--- src/rtl/ultrasonic_pkg.sv ---
// Shared types and default timing for the ultrasonic rangefinder scheduler.
// Defaults assume a 48 MHz system clock.
package ultrasonic_pkg;

   typedef enum logic [2:0] {
      IDLE,
      TRIG,
      WAIT_RISE,
      MEASURE,
      HOLD
   } state_e;

   localparam int unsigned CLK_HZ         = 48_000_000;
   localparam int unsigned DEF_TRIG_CYC   = CLK_HZ / 100_000;
   localparam int unsigned DEF_CYC_PER_CM = 2824;
   localparam int unsigned DEF_MAX_CM     = 400;
   localparam int unsigned DEF_DW         = 9;
   localparam int unsigned DEF_WAIT_CYC   = (CLK_HZ / 1000) * 30;
   localparam int unsigned DEF_SLOT_CYC   = (CLK_HZ / 1000) * 60;

   // Shortest slot that fits trigger, echo wait, a saturated echo and pipeline slack.
   function automatic int unsigned slot_cyc_min(input int unsigned trig_cyc,
                                                input int unsigned wait_cyc,
                                                input int unsigned max_cm,
                                                input int unsigned cyc_per_cm);
      return trig_cyc + wait_cyc + max_cm * cyc_per_cm + 8;
   endfunction

endpackage

--- src/rtl/echo_sync_edge.sv ---
// Two-flop synchronizer for one raw echo pin with rise/fall pulses
// taken from the synchronized level against its one-cycle delayed copy.
module echo_sync_edge (
   input  logic clk,
   input  logic rst,
   input  logic echo,
   output logic rise_c,
   output logic fall_c
);

   logic meta;
   logic sync;
   logic sync_d;

   always_ff @(posedge clk or negedge rst) begin
      if (!rst) begin
         meta   <= 1'b0;
         sync   <= 1'b0;
         sync_d <= 1'b0;
      end else begin
         meta   <= echo;
         sync   <= meta;
         sync_d <= sync;
      end
   end

   assign rise_c = sync & ~sync_d;
   assign fall_c = ~sync & sync_d;

endmodule

--- src/rtl/ultrasonic_scheduler.sv ---
// Round-robin scheduler for N HC-SR04 style rangefinders: trigger, wait for
// echo with timeout, measure echo width in cm, hold to a fixed slot period.
module ultrasonic_scheduler
   import ultrasonic_pkg::*;
#(
   parameter int unsigned N_SENSOR   = 3,
   parameter int unsigned TRIG_CYC   = DEF_TRIG_CYC,
   parameter int unsigned CYC_PER_CM = DEF_CYC_PER_CM,
   parameter int unsigned MAX_CM     = DEF_MAX_CM,
   parameter int unsigned DW         = DEF_DW,
   parameter int unsigned WAIT_CYC   = DEF_WAIT_CYC,
   parameter int unsigned SLOT_CYC   = DEF_SLOT_CYC
) (
   input  logic                         clk,
   input  logic                         rst,
   input  logic                         enable,
   input  logic [N_SENSOR-1:0]          echo_in,
   output logic [N_SENSOR-1:0]          trig_out,
   output logic [N_SENSOR*DW-1:0]       dist_cm,
   output logic                         dist_valid,
   output logic [$clog2(N_SENSOR)-1:0]  dist_id,
   output logic [N_SENSOR-1:0]          timeout,
   output logic                         busy
);

   localparam int unsigned IW = $clog2(N_SENSOR);
   localparam int unsigned TW = $clog2(TRIG_CYC + 1);
   localparam int unsigned WW = $clog2(WAIT_CYC + 1);
   localparam int unsigned PW = $clog2(CYC_PER_CM + 1);
   localparam int unsigned SW = $clog2(SLOT_CYC);

   if (SLOT_CYC < slot_cyc_min(TRIG_CYC, WAIT_CYC, MAX_CM, CYC_PER_CM)) begin : g_slot_chk
      $error("SLOT_CYC too short: pings of adjacent slots could overlap");
   end
   if ((1 << DW) <= MAX_CM) begin : g_dw_chk
      $error("DW too narrow to hold MAX_CM");
   end

   state_e               state;
   state_e               state_d;
   logic [IW-1:0]        sel;
   logic [IW-1:0]        sel_d;
   logic [TW-1:0]        trig_cnt;
   logic [WW-1:0]        wait_cnt;
   logic [PW-1:0]        pre_cnt;
   logic [DW-1:0]        cm_cnt;
   logic [SW-1:0]        slot_cnt;
   logic [DW-1:0]        dist_q [N_SENSOR];

   logic [N_SENSOR-1:0]  rise_c;
   logic [N_SENSOR-1:0]  fall_c;
   logic                 pre_wrap_c;
   logic [DW-1:0]        cm_inc_c;
   logic                 wr_c;
   logic                 wr_to_c;
   logic [DW-1:0]        wr_val_c;
   logic [N_SENSOR-1:0]  trig_d_c;

   for (genvar i = 0; i < N_SENSOR; i++) begin : g_sync
      echo_sync_edge u_sync (
         .clk    (clk),
         .rst    (rst),
         .echo   (echo_in[i]),
         .rise_c (rise_c[i]),
         .fall_c (fall_c[i])
      );
      assign dist_cm[i*DW +: DW] = dist_q[i];
   end

   // cm_inc_c includes the current cycle, so a fall reports the full high time
   assign pre_wrap_c = (pre_cnt == PW'(CYC_PER_CM - 1));
   assign cm_inc_c   = pre_wrap_c ? cm_cnt + DW'(1) : cm_cnt;

   always_ff @(posedge clk or negedge rst) begin
      if (!rst) begin
         state <= IDLE;
         sel   <= '0;
      end else begin
         state <= state_d;
         sel   <= sel_d;
      end
   end

   always_comb begin
      state_d  = state;
      sel_d    = sel;
      wr_c     = 1'b0;
      wr_to_c  = 1'b0;
      wr_val_c = '0;
      trig_d_c = '0;
      case (state)
         IDLE: begin
            if (enable) state_d = TRIG;
         end
         TRIG: begin
            if (trig_cnt == TW'(TRIG_CYC - 1)) state_d = WAIT_RISE;
         end
         WAIT_RISE: begin
            if (rise_c[sel]) begin
               state_d = MEASURE;
            end else if (wait_cnt == WW'(WAIT_CYC - 1)) begin
               wr_c     = 1'b1;
               wr_to_c  = 1'b1;
               wr_val_c = DW'(MAX_CM);
               state_d  = HOLD;
            end
         end
         MEASURE: begin
            // saturation is checked first so it wins over a coincident fall
            if (cm_inc_c == DW'(MAX_CM)) begin
               wr_c     = 1'b1;
               wr_to_c  = 1'b1;
               wr_val_c = DW'(MAX_CM);
               state_d  = HOLD;
            end else if (fall_c[sel]) begin
               wr_c     = 1'b1;
               wr_val_c = cm_inc_c;
               state_d  = HOLD;
            end
         end
         HOLD: begin
            if (slot_cnt == SW'(SLOT_CYC - 1)) begin
               sel_d   = (sel == IW'(N_SENSOR - 1)) ? '0 : sel + IW'(1);
               state_d = enable ? TRIG : IDLE;
            end
         end
         default: state_d = IDLE;
      endcase
      if (state_d == TRIG) trig_d_c[sel_d] = 1'b1;
   end

   // Phase counters restart whenever their state is (re)entered
   always_ff @(posedge clk or negedge rst) begin
      if (!rst) begin
         trig_cnt <= '0;
         wait_cnt <= '0;
         pre_cnt  <= '0;
         cm_cnt   <= '0;
         slot_cnt <= '0;
      end else begin
         trig_cnt <= (state == TRIG && state_d == TRIG) ? trig_cnt + TW'(1) : '0;
         wait_cnt <= (state == WAIT_RISE && state_d == WAIT_RISE) ? wait_cnt + WW'(1) : '0;
         if (state == MEASURE && state_d == MEASURE) begin
            pre_cnt <= pre_wrap_c ? '0 : pre_cnt + PW'(1);
            cm_cnt  <= cm_inc_c;
         end else begin
            pre_cnt <= '0;
            cm_cnt  <= '0;
         end
         if (state_d == IDLE || (state_d == TRIG && state != TRIG)) slot_cnt <= '0;
         else                                                      slot_cnt <= slot_cnt + SW'(1);
      end
   end

   always_ff @(posedge clk or negedge rst) begin
      if (!rst) begin
         trig_out   <= '0;
         busy       <= 1'b0;
         dist_valid <= 1'b0;
         dist_id    <= '0;
         timeout    <= '0;
         for (int i = 0; i < N_SENSOR; i++) dist_q[i] <= '0;
      end else begin
         trig_out   <= trig_d_c;
         busy       <= (state_d != IDLE);
         dist_valid <= wr_c;
         if (wr_c) begin
            dist_q[sel]  <= wr_val_c;
            timeout[sel] <= wr_to_c;
            dist_id      <= sel;
         end
      end
   end

endmodule

--- config.mk ---
export PLATFORM = sky130hd
export DESIGN_NAME = ultrasonic_scheduler
export DESIGN_NICKNAME = d
export VERILOG_FILES = /design/src/rtl/ultrasonic_pkg.sv /design/src/rtl/echo_sync_edge.sv /design/src/rtl/ultrasonic_scheduler.sv
export SDC_FILE = /design/constraint.sdc
export NUM_CORES = 1
export LEC_CHECK = 0
export BUFFER_PORTS_ARGS = -buffer_cell sky130_fd_sc_hd__buf_2
export CELL_PAD_IN_SITES_DETAIL_PLACEMENT = 0
export CELL_PAD_IN_SITES_GLOBAL_PLACEMENT = 1
export CORE_MARGIN = 2
export CORE_UTILIZATION = 51
export DETAILED_ROUTE_END_ITERATION = 8
export MAX_ROUTING_LAYER = met4
export PLACE_DENSITY = 0.9
export SLEW_MARGIN = 20
export SYNTH_ARGS = -nofsm -noshare
export SYNTH_HDL_FRONTEND = slang
export SYNTH_HIERARCHICAL = 1
export SYNTH_SLANG_ARGS = --single-unit
--- constraint.sdc ---
create_clock -name clk -period 7.2 [get_ports clk]
set_input_delay 0.36 -clock clk [delete_from_list [all_inputs] [get_ports clk]]
set_output_delay 0.36 -clock clk [all_outputs]
set_load 0.05 [all_outputs]
==> flow_metrics.tcl, run 1 <==
set metrics [dict create \
    cp.arrival_ns 3.53 \
    yosysWarnings 6 \
    powerDensity_nw_per_um2 253 \
    routed_via_density 5.44 \
    root_buffer "clkbuf_8" \
    antenna_found_initial 0 \
    fin_util_pct 60.7 \
    yosys-mux-area-fraction_pct 1.53 \
    status "finished, violations left" \
    crit_path_cell_trace "or4b_1 -> or4_4 -> or2_1 -> a311oi_2 -> nand4_1 -> nand2_1 -> nor2_1" \
    die_area_sq_um 12000 \
    hold_viol 6 \
    finalPower_mw 1.66 \
    min_period_over_period_pct 43.9 \
    nets 603 \
    area_growth_syn_to_layout_pct 16.4 \
    slew_headroom_pct 37.0 \
    path_max_fanout 21 \
    synthAdderAreaFrac_pct 1.11 \
    synth_top_family_by_area "simple AND/OR/NAND/NOR gates" \
    core_area_sq_um 10800 \
    drive_gt1_share_pct 16.0 \
    grt_pass1_vias 4011 \
    grt_pass1_wl_microns 19100 \
    period_minus_slack_ns 3.16 \
    cts_buffer_depth 2 \
    synth.largest_area_cell "dfrtp_1" \
    drt_first_pass_iters 4 \
    timing.critical_path.from "slot_cnt[9]" \
    ys.flop_type "dfrtp_1" \
    timing.hold.ws_ns -0.00963 \
    cts_sinks 124 \
    gp_congestion 0.875 \
    ys_ff_latch 124 \
    seq_area_frac_synth_pct 54.8 \
    syn_area_per_cell_sq_um 10.5 \
    cp.required_ns 7.58 \
    tritoncts "yes" \
    start_kind "flop" \
    worst_slew_pin_slew_ns 0.945 \
    grt_max_degree 77 \
    initial_utilization_pct 52.2 \
    rr_startpoint "slot_cnt[9]" \
    timing.rr.end "slot_cnt[21]" \
    die_w_microns 109 \
    finalWirelength_microns 11300 \
    port-buffer-count 42 \
    grt_overflow_total 0 \
    drc_errors 0 \
    clock_latency_ns 0.53 \
    synth_nets 549 \
    grt_use_total_pct 21.3 \
    path_class "reg2reg" \
    critPathBufInv 0 \
    synth_xor_area_share_pct 9.29 \
    io-pin-count 43 \
    r2r_cells 7 \
    cp_slowest_cell "nand2_1" \
    end_kind "flop" \
    slowest_delay_ns 0.59 \
    cts_buffers 17 \
    worst_hold_path_type "in2async" \
    die_h_microns 109 \
    rsz0062_at_grt "false" \
    violations "hold timing" \
    synth-edff-count 0 \
    clk_pin_slew_ns 0.06 \
    drt_iter0_drc 283 \
    ir_drop_mv 0.162 \
    synth-compound-area-share_pct 7.28 \
    wire_per_inst_microns 15.2 \
    maxCapViolations 0 \
    reg2reg_setup_slack_ns 4.04 \
    vias 4051 \
    insertedDiodeCount 0 \
    htreeDepth 4 \
    leakage_nw 2.96 \
    rows 38 \
    place_hpwl_microns 7860 \
    synth.area.top_cells "dfrtp_1 (55%), nor2_1 (6.5%), xor2_1 (4.8%)" \
    synthArstFlopShare_pct 100 \
    setup_tns_ns 0 \
    yosys.area_share.simple_pct 23.5 \
    synth_top_area_share_pct 54.8 \
    fin_skew_ns 0.00893 \
    setup_viol 0 \
    mappedNetlistArea_sq_um 5660 \
    syn_inst 538 \
    synth_cell_types 58 \
    path_delay_family "simple AND/OR/NAND/NOR gates" \
    drtAntennaViolNets 0 \
    slew_violations 0 \
    cts_resized 0 \
    fmax_ghz 0.317 \
]
==> through the flow <==
stage | setup slack (ns) | hold slack [ns] | instances | cell area, sq um
6_report | 4.04 | -0.00963 | 745 | 6590
5_1_grt | 3.84 | 0.0469 | 745 | 6590
4_1_cts | 4.05 | 0.0123 | 745 | 6590
3_5_place_dp | 4.06 | 0.340 | 710 | 5990
3_3_place_gp | 4.10 | 0.337 | 710 | 5990
2_1_floorplan | 4.51 | 0.0644 | 538 | 5660
==> cell usage after synthesis (3+ instances only) <==
cell / n
xor2_1: 31
or4_1: 5
xnor2_1: 29
inv_1: 20
a22oi_1: 5
clkbuf_1: 4
dfrtp_1: 124
or3_1: 5
a22o_1: 3
a2bb2oi_1: 3
and2_1: 4
and4_1: 3
o21ai_2: 3
mux2_2: 5
ha_1: 5
o21ai_0: 4
nor4_1: 3
buf_2: 4
mux2i_1: 3
nor3_1: 6
nand4_1: 11
o2bb2ai_1: 16
and3_1: 16
and2b_2: 3
nand3_1: 35
nand2_1: 36
nor3b_1: 3
nor2_1: 98
nor2b_1: 7
a21oi_1: 7
nor4bb_1: 3
==> per-layer routing <==
layer,GRT usage (%),vias to the layer above,share of wire (%)
met4,8.14,0,1.1
met5,-,-,0
met1,27.5,2004,48
met2,32.7,63,48
met3,5.10,14,3.3
li1,-,1970,-
==> where the power goes <==
part	internal (mW)	switching, mW
clock network	0.506	0.300
registers	0.733	0.0401
logic	0.0380	0.0456
==> area by class of cell <==
| cell class | instances | area [sq um] |
|---|---|---|
| clock inverter | 12 | 121 |
| fill | 876 | 4260 |
| tap | 140 | 175 |
| sequential | 124 | 3100 |
| clock buffer | 20 | 445 |
| inverter | 20 | 75.1 |
| multi-input combinational | 383 | 2410 |
| timing repair buffer | 46 | 250 |
==> cell usage in the layout (no fill, tap or decap), types with 4 or more instances in the layout <==
cell	n
clkbuf_16	16
o21ai_0	4
buf_2	41
xnor2_1	29
nor2b_1	7
nor2_1	98
a21oi_1	7
or3_1	5
xor2_1	31
ha_1	5
nor3_1	6
nand3_1	35
dfrtp_1	124
and3_1	16
nand2_1	36
mux2_2	5
nand4_1	11
inv_1	20
or4_1	5
o2bb2ai_1	16
and2_1	4
clkinv_2	6
a22oi_1	5
==> how the worst max path moves through the flow <==
stage          depth (start not counted)  slack, ns            to
6_report                               7       4.04  slot_cnt[21]
5_1_grt                                7       3.84   wait_cnt[3]
4_1_cts                                7       4.05   slot_cnt[9]
3_5_place_dp                           7       4.06   slot_cnt[9]
3_3_place_gp                           7       4.10   slot_cnt[7]
2_1_floorplan                          8       4.51   wait_cnt[8]
==> repair_timing <==
item                       4_1_cts  5_1_grt
buffers inserted                 0        0
hold buffers                     3        0
setup endpoints to repair        0        0
hold endpoints to repair         3        0
==> cell families after synthesis <==
kind of cell,Yosys count
buffers and inverters,31
adders and majority gates,5
and+or+nand+nor,258
xor gates and xnor gates,60
muxes,8
DFF,124
AOI/OAI and AO/OA,52
==> state kept, by name, summed over array words and instances (netlist names), 9 cells and up <==
signal / count
dist_cm: 27
wait_cnt: 21
trig_cnt: 9
cm_cnt: 9
pre_cnt: 12
slot_cnt: 22
(Power assumes the default switching activity.)
==> run 2, diff against run 1 <==
- CORE_UTILIZATION: 51 -> 43
- PLACE_DENSITY: 0.9 -> 0.82
- clock period: 7.2 -> 2.55 ns (I/O delays scaled with it)
==> run 2 against run 1 <==
  * Clock skew hardly changed
  * Flip-flop and latch count unchanged
  * Via count up 11%
  * Highest routed layer unchanged
  * Register-to-register slack worse by 4.2 ns
  * The flow finishes with violations (setup timing)
  * Sequential share of layout area decreased by 8.0 points
  * Sequential power rose to 2.8 times the previous value
==> flow_metrics.tcl, run 2 (same netlist as run 1, synthesis figures left out) <==
set metrics [dict create \
    cp.required_ns 2.89 \
    gp_congestion 0.868 \
    ir_drop_mv 0.442 \
    period_minus_slack_ns 2.69 \
    insertedDiodeCount 0 \
    largest_register_ffs 27 \
    core_area_sq_um 12700 \
    final_cells 847 \
    fin_area_sq_um 7920 \
    min_period_over_period_pct 106 \
    grt_pass1_wl_microns 22300 \
    port-buffer-count 42 \
    setup_viol 78 \
    setup_ws_ns -0.141 \
    worst_hold_path_type "in2reg" \
    drtAntennaViolNets 0 \
    routed_via_density 5.29 \
    end_kind "flop" \
    wire_per_inst_microns 16.3 \
    status "finished, violations left" \
    cts_buffer_depth 2 \
    cts_sinks 124 \
    fin_skew_ns 0.00857 \
    tritoncts "yes" \
    die_h_microns 119 \
    start_kind "flop" \
    final_cell_mix "dfrtp_1 (124), nor2_1 (62), buf_4 (56)" \
    fmax_ghz 0.372 \
    grt_max_degree 52 \
    slew_violations 0 \
    path_max_fanout 7 \
    antenna_found_initial 0 \
    finalWirelength_microns 13800 \
    leakage_nw 3.45 \
    layout_commonest_cell "dfrtp_1" \
    drt_iter0_drc 321 \
    worst_slew_pin_slew_ns 0.650 \
    drc_errors 0 \
    io-pin-count 43 \
    hold_viol 0 \
    r2r_cells 7 \
    min_path_cells 5 \
    cts_buffers 17 \
    fin_util_pct 62.3 \
    root_buffer "clkbuf_16" \
    powerDensity_nw_per_um2 636 \
    drt_first_pass_iters 4 \
    area_growth_syn_to_layout_pct 40.0 \
    nets 673 \
    htreeDepth 4 \
    die_area_sq_um 14100 \
    clock_latency_ns 0.42 \
    die_w_microns 119 \
    initial_utilization_pct 44.5 \
    finalPower_mw 5.04 \
    maxCapViolations 0 \
    grt_overflow_total 0 \
    rsz0062_at_grt "true" \
    clk_pin_slew_ns 0.05 \
    vias 4484 \
    grt_use_total_pct 20.6 \
    path_class "reg2reg" \
    dp_cells 791 \
    violations "setup timing" \
    drive_gt1_share_pct 37.8 \
    placed_cell_area_sq_um 6480 \
    rows 41 \
    slew_headroom_pct 55.4 \
    grt_pass1_vias 4521 \
    place_hpwl_microns 8740 \
    cp.arrival_ns 3.04 \
]
-- run 2: cell count changes in the layout (fill, tap and decap cells not counted), moves of 6 or more --
cell	change
nor2_4	+13
buf_4	+54
o2bb2ai_2	+10
nor2_1	-36
nor2_2	+23
o2bb2ai_1	-15
nand2_1	-6
buf_6	+6
-- run 2: path summary, 6_finish.rpt --
| check | end | from | slack [ns] |
|---|---|---|---|
| worst max-delay path | wait_cnt[20] | slot_cnt[18] | -0.14 |
| worst min-delay path | state[0] | enable | 0.24 |
| worst max register to register | wait_cnt[20] | slot_cnt[18] | -0.14 |
| worst min register to register | g_sync[0].u_sync/sync | g_sync[0].u_sync/meta | 0.35 |
| max in group asynchronous | dist_cm[2] | rst | 1.61 |
| min in group asynchronous | trig_cnt[4] | rst | 0.25 |
-- run 2: per-layer routing --
metal	share of wire [%]	global-route usage (%)	vias to the layer above
met4	1.4	6.70	0
met5	0	-	-
met3	3.3	5.55	15
li1	-	-	2123
met2	50	32.3	84
met1	45	26.1	2262
-- run 2: area by class of cell --
| cell class | count | area, sq um |
|---|---|---|
| Timing Repair Buffer | 114 | 873 |
| Clock buffer | 21 | 460 |
| Multi-Input combinational cell | 385 | 3050 |
| Sequential cell | 124 | 3100 |
| Clock inverter | 11 | 143 |
| Fill cell | 1008 | 4800 |
| Inverter | 20 | 75.1 |
| Tap cell | 172 | 215 |
-- run 2: repair_timing --
action / in CTS / in global routing
pin swaps: 52 / 41
hold buffers: 4 / 0
endpoints found under the hold margin: 41 / 0
cloned: 1 / 4
resized for setup: 59 / 75
endpoints found under the setup margin: 90 / 93
buffers inserted: 9 / 8
-- run 2: where the power goes --
part	total [mW]	internal (mW)	leakage, nW	switching, mW
Sequential	2.16	2.07	1.63	0.0914
Combinational	0.449	0.237	1.52	0.212
Clock	2.43	1.58	0.293	0.844
-- run 2: worst max-delay path, stage by stage (launching register included) --
cell and delay, ns:
dfrtp_1 0.38, or4bb_1 0.52, or4_4 0.49, or2_4 0.28, a311oi_4 0.21, buf_4 0.17
or3b_4 0.45, nor2_1 0.11
-- run 2: metrics by stage --
step	setup WS (ns)	TNS, ns	hold WS (ns)
finish	-0.141	-6.77	0.237
global route	-0.246	-15.45	0.274
CTS	-0.121	-6.56	0.209
detailed placement	-0.140	-6.54	0.149
global placement	-0.0913	-2.60	0.145
floorplan	-0.0648	-0.647	-0.168
==> run 3, diff against run 2 <==
- MAX_ROUTING_LAYER: met4 -> default
- PLACE_DENSITY: 0.82 -> 0.81
- SYNTH_HIERARCHICAL: 1 -> default
==> run 3 against run 2 <==
  * The run still ends with setup timing left
  * Via count fell by 0.36%
  * Final cell count rose by 0.71%
  * Die area rose by 1.3%
  * Combinational power fell by 87%
  * Sequential power fell by 8%
  * Synthesized cell count fell by 2.6%
  * Cell area fell by 2.5%
  * Clock skew rose by 0.0013 ns
  * Largest power group unchanged
  * Highest routed layer unchanged
==> flow_metrics.tcl, run 3 <==
set metrics [dict create \
    yosysMostFrequentCell "dfrtp_1" \
    drtAntennaViolNets 0 \
    seq_area_frac_synth_pct 54.1 \
    synth_nets 535 \
    synthArstFlopShare_pct 100 \
    die_h_microns 119 \
    tritoncts "yes" \
    grt_max_degree 65 \
    antenna_found_initial 0 \
    wire_per_inst_microns 15.7 \
    port-buffer-count 42 \
    synth.area.top_cells "dfrtp_1 (54%), xnor2_1 (4.4%), nor2_1 (4.3%)" \
    maxCapViolations 0 \
    end_kind "flop" \
    rr_startpoint "pre_cnt[5]" \
    routed_via_density 5.24 \
    mappedNetlistArea_sq_um 5730 \
    syn_area_per_cell_sq_um 10.9 \
    status "finished, violations left" \
    synth_top_area_share_pct 54.1 \
    fmax_ghz 0.345 \
    initial_utilization_pct 43.6 \
    layout_commonest_cell "dfrtp_1" \
    drive_gt1_share_pct 34.0 \
    worst_path_most_repeated_cell "buf_4" \
    vias 4468 \
    path_class "reg2reg" \
    cts_buffer_depth 2 \
    die_w_microns 119 \
    root_buffer "clkbuf_16" \
    powerDensity_nw_per_um2 553 \
    finalWirelength_microns 13400 \
    clk_pin_slew_ns 0.06 \
    grt_pass1_wl_microns 21300 \
    drt_first_pass_iters 4 \
    setup_ws_ns -0.345 \
    synth-edff-count 0 \
    ys.flop_type "dfrtp_1" \
    die_area_sq_um 14300 \
    start_kind "flop" \
    core_area_sq_um 13100 \
    drc_errors 0 \
    area_growth_syn_to_layout_pct 34.7 \
    min_period_over_period_pct 114 \
    syn_inst 524 \
    worst_slew_pin_slew_ns 0.841 \
    period_minus_slack_ns 2.89 \
    hold_viol 0 \
    timing.critical_path.from "pre_cnt[5]" \
    cts_buffers 17 \
    leakage_nw 3.39 \
    setup_viol 76 \
    grt_overflow_total 0 \
    clock_latency_ns 0.43 \
    insertedDiodeCount 0 \
    gp_congestion 0.868 \
    cp_slowest_cell "or4_4" \
    crit_path_cell_trace "or4_4 -> buf_4 -> nor4_4 -> xor2_1 -> buf_4 -> o2111ai_4 -> buf_6 -> o21bai_4 -> and4bb_4 -> buf_4 -> nor3b_2" \
    worst_hold_path_type "in2async" \
    place_hpwl_microns 8560 \
    cp.arrival_ns 3.20 \
    violations "setup timing" \
    synth.largest_area_cell "dfrtp_1" \
    rows 42 \
    grt_pass1_vias 4435 \
    path_max_fanout 6 \
    synth_cell_types 59 \
    final_cell_mix "dfrtp_1 (124), buf_4 (70), nor2_1 (52)" \
    grt_use_total_pct 19.2 \
    slew_headroom_pct 43.8 \
    ys_ff_latch 124 \
    nets 675 \
    ir_drop_mv 0.483 \
    htreeDepth 4 \
    io-pin-count 43 \
    drt_iter0_drc 301 \
    yosysWarnings 0 \
    finalPower_mw 4.27 \
    slowest_delay_ns 0.54 \
    cp.required_ns 2.86 \
    fillCellCount 1070 \
    largest_register_ffs 27 \
    cts_sinks 124 \
    slew_violations 0 \
    r2r_cells 11 \
    setup_tns_ns -18.31 \
    fin_skew_ns 0.00991 \
    yosys-top-cells-count "dfrtp_1 (124), nor2_1 (65), nand2_1 (37)" \
    rsz0062_at_grt "true" \
]
## run 3: changes by cell type after synthesis, moves of 6 or more
cell and delta:
o21ai_0 +7, nor2_1 -33, nand3_1 -8, o2bb2ai_1 -10
a22o_1 +9, nor4_1 +6, nor3_2 +16
## run 3: stage by stage
step / cell area [sq um] / cells / worst slack, ns / hold slack [ns] / util [%]
floorplan: 5740 / 524 / -0.249 / -0.168 / -
global placement: 6620 / 794 / -0.420 / 0.0748 / 50.4
detailed placement: 6620 / 794 / -0.499 / 0.0802 / 50.4
CTS: 7380 / 841 / -0.291 / 0.170 / 56.1
global route: 7720 / 853 / -0.432 / 0.197 / 58.8
finish: 7720 / 853 / -0.345 / 0.173 / 58.8
## run 3: final timing paths
path / end / slack, ns
max: slot_cnt[13] / -0.34
min: dist_cm[23] / 0.17
max reg2reg: slot_cnt[13] / -0.34
min reg2reg: g_sync[0].u_sync.sync / 0.35
max in group asynchronous: slot_cnt[2] / 1.61
min in group clk: slot_cnt[20] / 0.33
## run 3: critical path, delay by kind of cell (launching register included)
family / cells / cell delay [ns]
simple gates: 4 / 1.21
buf+inv: 4 / 0.69
flops: 1 / 0.37
compound gates: 2 / 0.31
xor+xnor: 1 / 0.20
## run 3: power by group
part | switching [mW] | internal (mW)
clock | 0.913 | 1.32
combinational | 0.0418 | 0.0146
sequential | 0.00342 | 1.98
total | 0.959 | 3.31
## run 3: kinds of logic after synthesis
family                   Yosys count  share of synthesized area, %
AND/OR/NAND/NOR                  238                          23.5
XOR/XNOR                          55                          8.40
AO/OA/AOI/OAI                     63                          8.97
adder cells (fa/ha/maj)            5                          1.09
flip-flops                       124                          54.1
buffers and inverters             33                          2.79
multiplexers                       6                          1.13
## run 3: layout make-up
type	count	area, sq um	area share [%]
sequential	124	3100	40.2
multi-input combinational	368	2720	35.2
timing repair buffer	136	1060	13.7
clock buffer	21	470	6.09
tap	176	220	2.85
clock inverter	11	86.3	1.12
inverter	17	63.8	0.826
## run 3: per-layer routing
metal | GRT usage (%) | share of wire (%) | vias to the layer above
li1 | - | - | 2134
met1 | 24.7 | 45 | 2210
met2 | 30.4 | 49 | 93
met3 | 4.79 | 4.2 | 31
met4 | 9.26 | 2.3 | 0
met5 | 0 | 0 | -
## run 3: timing repair
| action | in CTS | in global routing |
|---|---|---|
| endpoints found under the hold margin | 32 | 0 |
| gates cloned | 1 | 2 |
| setup endpoints to repair | 76 | 77 |
| gates resized for setup | 15 | 54 |
| pin swaps | 3 | 18 |
| hold buffers | 4 | 0 |
| buffers inserted | 10 | 10 |
